File: config.mk
export PLATFORM = sky130hd
export DESIGN_NAME = div_seq
export DESIGN_NICKNAME = d
export VERILOG_FILES = /design/src/rtl/div_seq.sv
export SDC_FILE = /design/constraint.sdc
export NUM_CORES = 1
export LEC_CHECK = 0
export ABC_AREA = 1
export CAP_MARGIN = 20
export CORE_MARGIN = 4
export CORE_UTILIZATION = 53
export DETAILED_ROUTE_END_ITERATION = 8
export PLACE_DENSITY = 0.87
export REMOVE_ABC_BUFFERS = 1
export SLEW_MARGIN = 20
export SYNTH_ARGS = -nofsm -noshare
export SYNTH_HDL_FRONTEND = slang
export SYNTH_SLANG_ARGS = --single-unit
File: constraint.sdc
create_clock -name clk -period 4.03 [get_ports clk]
set_clock_uncertainty 0.05 [all_clocks]
set_input_delay 0.6045 -clock clk [delete_from_list [all_inputs] [get_ports clk]]
set_output_delay 0.6045 -clock clk [all_outputs]
set_load 0.01 [all_outputs]
File: src/rtl/div_seq.sv
// Sequencer for a radix-2 restoring divider (DIV/DIVU) returning {remainder, quotient}.
// Optional DIV_EARLY_OUT_EN: finish in one cycle when |dividend| < |divisor|.
module div_seq #(
    parameter int WIDTH = 32,
    parameter int CNT_W = 6
) (
    input  logic               clk,
    input  logic               rst,
    input  logic               start_i,
    input  logic               signed_i,
    input  logic [WIDTH-1:0]   opdata1_i,
    input  logic [WIDTH-1:0]   opdata2_i,
    input  logic               annul_i,
    output logic [2*WIDTH-1:0] result_o,
    output logic               ready_o,
    output logic               stall_o
);

    typedef enum logic [1:0] {S_IDLE, S_DIVZERO, S_ON, S_END} state_t;

    state_t               state_q, state_d;
    logic [CNT_W-1:0]     cnt_q, cnt_d;
    logic [2*WIDTH-1:0]   result_q, result_d;
    logic [WIDTH-1:0]     rem_q, rem_d;
    logic [WIDTH-1:0]     quo_q, quo_d;
    logic [WIDTH-1:0]     divisor_q, divisor_d;
    logic                 neg_q_q, neg_q_d;
    logic                 neg_r_q, neg_r_d;
    logic                 signed_q, signed_d;

    logic [WIDTH-1:0]     op1_mag, op2_mag;
    logic [WIDTH:0]       rem_sh;
    logic signed [WIDTH:0] trial;
    logic [WIDTH-1:0]     rem_nx, quo_nx;
    logic                 stall_c, ready_c;

    function automatic logic [WIDTH-1:0] cond_neg(input logic [WIDTH-1:0] v, input logic en);
        return en ? (~v + WIDTH'(1)) : v;
    endfunction

    function automatic logic [WIDTH-1:0] abs_val(input logic [WIDTH-1:0] v, input logic is_signed);
        return cond_neg(v, is_signed & v[WIDTH-1]);
    endfunction

    always_comb begin
        state_d   = state_q;
        cnt_d     = cnt_q;
        result_d  = result_q;
        rem_d     = rem_q;
        quo_d     = quo_q;
        divisor_d = divisor_q;
        neg_q_d   = neg_q_q;
        neg_r_d   = neg_r_q;
        signed_d  = signed_q;
        stall_c   = 1'b0;
        ready_c   = 1'b0;

        op1_mag = abs_val(opdata1_i, signed_i);
        op2_mag = abs_val(opdata2_i, signed_i);

        // One restoring step: shift in the next dividend bit, keep the trial if non-negative.
        rem_sh = {rem_q, quo_q[WIDTH-1]};
        trial  = $signed(rem_sh - {1'b0, divisor_q});
        rem_nx = trial[WIDTH] ? rem_sh[WIDTH-1:0] : trial[WIDTH-1:0];
        quo_nx = {quo_q[WIDTH-2:0], ~trial[WIDTH]};

        case (state_q)
            S_IDLE: begin
                if (start_i && !annul_i) begin
                    stall_c   = 1'b1;
                    cnt_d     = '0;
                    rem_d     = '0;
                    quo_d     = op1_mag;
                    divisor_d = op2_mag;
                    signed_d  = signed_i;
                    neg_q_d   = signed_i & (opdata1_i[WIDTH-1] ^ opdata2_i[WIDTH-1]);
                    neg_r_d   = signed_i & opdata1_i[WIDTH-1];
                    if (opdata2_i == '0) begin
                        state_d = S_DIVZERO;
                    end else begin
`ifdef DIV_EARLY_OUT_EN
                        if (op1_mag < op2_mag) begin
                            state_d  = S_END;
                            result_d = {cond_neg(op1_mag, signed_i & opdata1_i[WIDTH-1]), {WIDTH{1'b0}}};
                        end else begin
                            state_d = S_ON;
                        end
`else
                        state_d = S_ON;
`endif
                    end
                end
            end
            S_DIVZERO: begin
                stall_c = ~annul_i;
                if (annul_i) begin
                    state_d = S_IDLE;
                end else begin
                    state_d  = S_END;
                    result_d = '0;
                end
            end
            S_ON: begin
                stall_c = ~annul_i;
                if (annul_i) begin
                    state_d = S_IDLE;
                end else begin
                    rem_d = rem_nx;
                    quo_d = quo_nx;
                    cnt_d = cnt_q + CNT_W'(1);
                    if (cnt_q == CNT_W'(WIDTH-1)) begin
                        state_d  = S_END;
                        result_d = {cond_neg(rem_nx, neg_r_q), cond_neg(quo_nx, neg_q_q)};
                    end
                end
            end
            S_END: begin
                ready_c = ~annul_i;
                state_d = S_IDLE;
            end
            default: state_d = S_IDLE;
        endcase
    end

    always_ff @(posedge clk) begin
        if (rst) begin
            state_q  <= S_IDLE;
            cnt_q    <= '0;
            result_q <= '0;
        end else begin
            state_q  <= state_d;
            cnt_q    <= cnt_d;
            result_q <= result_d;
        end
    end

    // Datapath registers carry no reset; the FSM decides when they are meaningful.
    always_ff @(posedge clk) begin
        rem_q     <= rem_d;
        quo_q     <= quo_d;
        divisor_q <= divisor_d;
        neg_q_q   <= neg_q_d;
        neg_r_q   <= neg_r_d;
        signed_q  <= signed_d;
    end

    assign result_o = result_q;
    assign ready_o  = ready_c & ~rst;
    assign stall_o  = stall_c & ~rst;

endmodule

## Yosys cells after proc, flatten, opt, wreduce, memory -nomap -nowiden

Cells that the tools add are included.

| storage, ports and cells | value |
|---|---|
| bits in registers | 170 |
| bits in latches | 0 |
| RAM bits | 0 |
| memory bits (read-only) | 0 |
| input bits | 69 |
| output and inout bits | 66 |
| logic and storage cells | 74 |
| memories | 0 |

| operators by class | value |
|---|---|
| add/sub/neg operators | 6 |
| multiply operators | 0 |
| div/mod/pow operators | 0 |
| order comparisons | 0 |
| equality and inequality tests | 9 |
| shift operators | 0 |
| multiplexer cells | 27 |
| bitwise operators | 13 |
| reduce and logical (&&, ||, !) cells | 11 |

Operator list:

| kind | number |
|---|---|
| $mux 32 | 9 |
| $mux 64 | 3 |
| $add 32x1->32 const B | 4 |
| $not 32->32 | 4 |
| $pmux 32 s2 | 2 |
| $pmux 64 s2 | 1 |
| $sub 33x32->33 | 1 |
| $logic_not 32->1 | 1 |
| $mux 6 | 2 |
| $pmux 6 s2 | 1 |
| $mux 2 | 5 |
| $ne 2x2->1 const B | 4 |
| $pmux 2 s4 | 1 |
| $add 6x1->6 const B | 1 |
| $eq 6x5->1 const B | 1 |
| $and 1x1->1 | 5 |
| $eq 2x2->1 const B | 2 |
| $reduce_and 2->1 | 2 |
| $reduce_and 4->1 | 1 |
| $reduce_bool 2->1 | 2 |
| $ne 3x3->1 const B | 1 |
| $not 1->1 | 3 |
| $reduce_and 3->1 | 1 |
| $eq 2x1->1 const B | 1 |
| 7 further kinds | 8 |

## Logic depth before layout (Yosys ltp)

| logic depth | value |
|---|---|
| depth after elaboration | 8 |
| gate-level depth with buffers | 33 |

## Worst setup path after synthesis

OpenSTA, ideal clock, no wires.

| timing | value |
|---|---|
| kind | register to register |
| from | register quo_q[31] |
| to | register result_q[26], in the netlist result_o[26] |
| library setup time | 70 ps |
| arrival | 3942 ps |
| data required time | 3910 ps |
| slack | -33 ps |
| stages on the path, launching flop included | 34 |
| period minus slack after synthesis | 4063 ps |
| path through | edfxtp_1 > inv_1 > ha_1 > fa_1 > inv_1 > nand2_1 > nand2_1 > nand3_1 > nand2_2 > nand2_1 > nand2_2 > nand2_4 > nand2_2 > nand2_4 > nand2_8 > buf_8 > buf_6 > ha_1 > inv_1 > nor3_1 > inv_1 > nor3_1 > inv_1 > nor2_1 > nand4_1 > nor4_2 > nand2_1 > nand2_1 > o21ai_1 > a21oi_1 > nor2_1 > nor2_1 > nand2_1 > a21oi_1 |

| on the way | value |
|---|---|
| word-level cells in the longest chain between the ends | 8 |

RTL lines:

| item | line | source |
|---|---|---|
| from (decl) | 25 | `logic [WIDTH-1:0] quo_q, quo_d;` |
| from (signal assigned) | 140 | `quo_q <= quo_d;` |
| $sub 33x32->33 | 63 | `trial = $signed(rem_sh - {1'b0, divisor_q});` |
| $not 1->1 | 65 | `quo_nx = {quo_q[WIDTH-2:0], ~trial[WIDTH]};` |
| $not 32->32 | 38 | `return en ? (~v + WIDTH'(1)) : v;` |
| $add 32x1->32 | 38 |  |
| $mux 32 | 38 |  |
| $mux 64 | 111 | `if (cnt_q == CNT_W'(WIDTH-1)) begin` |
| $mux 64 | 105 | `if (annul_i) begin` |
| $pmux 64 s2 | 67 | `case (state_q)` |
| to (signal assigned) | 133 | `result_q <= result_d;` |
| to (decl) | 23 | `logic [2*WIDTH-1:0] result_q, result_d;` |

No other way between the ends. The select of a mux whose other input is x is not followed.
A chain may end at the register's enable or synchronous reset.

## Worst setup path in the final report

| timing | value |
|---|---|
| from | register divisor_q[31] |
| to | register result_q[60], in the netlist result_o[60] |

| on the way | value |
|---|---|
| word-level cells in the longest chain between the ends | 8 |

RTL lines:

| item | line | source |
|---|---|---|
| from (decl) | 26 | `logic [WIDTH-1:0] divisor_q, divisor_d;` |
| from (signal assigned) | 141 | `divisor_q <= divisor_d;` |
| $sub 33x32->33 * | 63 |  |
| $mux 32 * | 64 | `rem_nx = trial[WIDTH] ? rem_sh[WIDTH-1:0] : trial[WIDTH-1:0];` |
| $not 32->32 | 38 |  |
| $add 32x1->32 | 38 |  |
| $mux 32 * | 38 |  |
| $mux 64 * | 111 |  |
| $mux 64 * | 105 |  |
| $pmux 64 s2 * | 67 |  |

Mark *: on every way between the ends. The rest lies on a longest branch, timed or not. The select of a mux whose other input is x is not followed.

==> results.json <==
{
  "vias_per_cell": 5.50,
  "ys_seq_elements": 170,
  "hpwl_mm": 29.2,
  "tightestPinTransition_ps": 985,
  "clkPwrFrac_pct": 13.5,
  "criticalPathCategory": "flop to flop",
  "r2r_setup_slack_ps": 60,
  "num_rows": 56,
  "grt_max_degree": 67,
  "p_seq_share_pct": 24.5,
  "synthMuxAreaShare_pct": 0,
  "io_buffers": 134,
  "postSynthAreaPerCell_um2": 6.70,
  "async_flop_share_pct": 0,
  "whs_endpoint": "result_o[33]",
  "synth_compound_area_share_pct": 12.6,
  "post-route-util_pct": 64.9,
  "nFillCells": 2037,
  "worst_setup_path_start_kind": "flop",
  "crit_arrival_ps": 4290,
  "mostFrequentLayoutCell": "nand2_1",
  "synth-edff-count": 98,
  "crit_path_frequent_cell": "nand2_1",
  "vias": 13000,
  "drt_iter0_markers": 1240,
  "wl_per_cell_um": 16.0,
  "final_cell_mix": "nand2_1, inv_1, nor2_1, a21oi_1, clkdlybuf4s50_1",
  "ant_nets": 0,
  "cts_sinks": 170,
  "die_area_um2": 26300,
  "cp_slowest_cell": "edfxtp_1",
  "cap_violations": 0,
  "path_cells": "inv_1 > ha_1 > a21o_1 > nor2_1 > nand2_1 > a21oi_4 > buf_4 > nand2_4 > nand2_8 > nand2_8 > clkbuf_8 > nand2_1 > o21ai_1 > inv_1 > ha_1 > nand2_1 > nor2_4 > nand2_4 > o21ai_4 > buf_4 > nand3_1 > nand2_1 > nand3_1 > a21oi_1",
  "clk_pin_slew_ps": 70,
  "synthAdderAreaFrac_pct": 4.42,
  "start_util_pct": 53.8,
  "multi_input_area_um2": 7160,
  "fp.coreArea_um2": 23500,
  "rsz0062_at_grt": "yes",
  "swShare_pct": 51.5,
  "netlist_area_um2": 12600,
  "fin_nets": 2150,
  "die-height_um": 162,
  "grt_first_pass_wirelength_mm": 60.4,
  "switchingPower_w": 0.00639,
  "ioPinCount": 135,
  "layoutNonFillerInstCount": 2369,
  "grt-ovfl-total": 0,
  "drc": 0,
  "hp-start": "rst",
  "die_x_um": 162,
  "setup_viol": 0,
  "hold_class": "input port to flop",
  "whs_ps": 395,
  "syn_inst": 1884,
  "status": "completed",
  "fmax_mhz": 252,
  "end_kind": "flop",
  "rr_endpoint": "result_o[60]",
  "critPathMaxStageDelay_ps": 370,
  "holdPathStages": 2,
  "synth_top_family_by_area": "simple AND/OR/NAND/NOR gates",
  "cts_tree": "done",
  "crit_required_ps": 4350,
  "total_leakage_power_nw": 6.74,
  "grt_pass1_vias": 12300,
  "drive_gt1_share_pct": 8.68,
  "antenna_found_initial": 0,
  "firstDrtPassIters": 6,
  "clockBufferDepth": 2,
  "placedCellCount": 2322,
  "crit_fanout": 53,
  "place_congestion": 0.979,
  "drt_wl_total_mm": 37.9,
  "worst_ir_drop_vdd_v": 0.000700,
  "cts-buffers-inserted": 17,
  "slew_headroom_pct": 34.4,
  "hold_viol": 0,
  "root_buffer": "clkbuf_16",
  "setup_tns_ps": 0,
  "clock_latency_ps": 440,
  "period_minus_slack_ps": 3970,
  "antennaDiodeCount": 0,
  "regArea_um2": 4380,
  "yosys_warnings": 0,
  "reg2reg_depth": 24,
  "r2r_start": "divisor_q[31]",
  "fin_crit_sh_pct": 98.5,
  "area_growth_pct": 20.7,
  "slew_violations": 0,
  "comb_power_share_pct": 62.1,
  "synth-xor-area-share_pct": 4.30,
  "ys_types": 53,
  "htree_levels": 4,
  "grtUsageTotal_pct": 28.4,
  "ys.flop_type": "edfxtp_1",
  "synth-simple-area-share_pct": 34.3,
  "pwr_density_cell_nw_per_um2": 813,
  "ys_seq_area_share_pct": 34.7,
  "p_int_w": 0.00601
}
==> how the worst max path moves through the flow <==
stage,depth (start not counted),slack (ps),start,to
after detailed placement,31,-130,quo_q[31],result_o[26]
after global placement,31,50,quo_q[31],result_o[26]
final,24,60,divisor_q[31],result_o[60]
after global routing,23,-220,rem_q[22],result_o[56]
after CTS,31,6,quo_q[31],result_o[30]
after floorplan,8,-320,state_q[0],result_o[44]
==> cells by family (layout without fill, tap and decap cells) <==
kind of cell / count (synthesis) / count (layout)
flops: 170 / 170
simple gates: 1020 / 1020
fa+ha+maj: 44 / 44
xor+xnor: 62 / 62
compound gates: 284 / 284
buf+inv: 304 / 470
==> cells in the mapped netlist, drive strengths merged, types with 10 or more instances <==
cell type	number	area share (%)
xnor2	29	2.0
o21ai	112	4.9
clkbuf	36	1.1
nand2	602	19
nor4	10	0.55
ha	43	4.3
nor2	207	6.4
dfxtp	72	11
edfxtp	98	23
inv	248	7.4
nand4	18	0.89
nand3	133	5.4
a21oi	140	5.7
nor3	31	1.2
buf	18	1.2
xor2	33	2.3
==> final cells by class <==
cell class / count / share of cell area (%)
Timing Repair Buffer: 188 / 11.6
Sequential cell: 170 / 28.8
Tap cell: 319 / 2.62
Multi-Input combinational cell: 1410 / 47.0
Clock inverter: 15 / 1.08
Inverter: 250 / 6.16
Clock buffer: 17 / 2.79
==> metrics by stage <==
stage | setup slack (ps) | instance area (um2) | total power [W]
floorplan | -321 | 12300 | 0.00800
CTS | 6.14 | 15100 | 0.0122
global route | -215 | 15200 | 0.0134
global placement | 52.0 | 14400 | 0.0102
finish | 61.9 | 15200 | 0.0124
detailed placement | -131 | 14400 | 0.0104
==> power groups by stage <==
stage	combinational (W)	clock [W]	sequential (W)
after floorplan	0.00502	0	0.00298
after CTS	0.00748	0.00168	0.00301
final	0.00769	0.00167	0.00303
after global placement	0.00723	0	0.00301
after detailed placement	0.00737	0	0.00303
after global routing	0.00855	0.00176	0.00308
==> critical path: cells and delay by family (launching register included) <==
family,cells,cell delay [ps]
compound gates,5,960
fa+ha+maj,2,470
buf+inv,5,910
flops,1,370
simple gates,12,1140
==> state kept, by name (all words and copies together), names as in the netlist <==
name / flops
neg_q_q: 1
result_o: 64
rem_q: 32
quo_q: 32
cnt_q: 6
neg_r_q: 1
state_q: 2
divisor_q: 32
==> routing by layer <==
layer | routed length [um] | track usage, %
met4 | 1320 | 9.92
met2 | 18600 | 49.5
met3 | 2640 | 3.45
met1 | 15400 | 36.4
met5 | 0 | 0
==> what timing repair did <==
action                                  4_1_cts  5_1_grt
endpoints found under the setup margin        6       44
pin swaps                                     3       16
hold buffers                                  0        0
resized for setup                             9       29
buffers inserted                              7        8
Note: power is estimated with default switching activity, not from simulation.
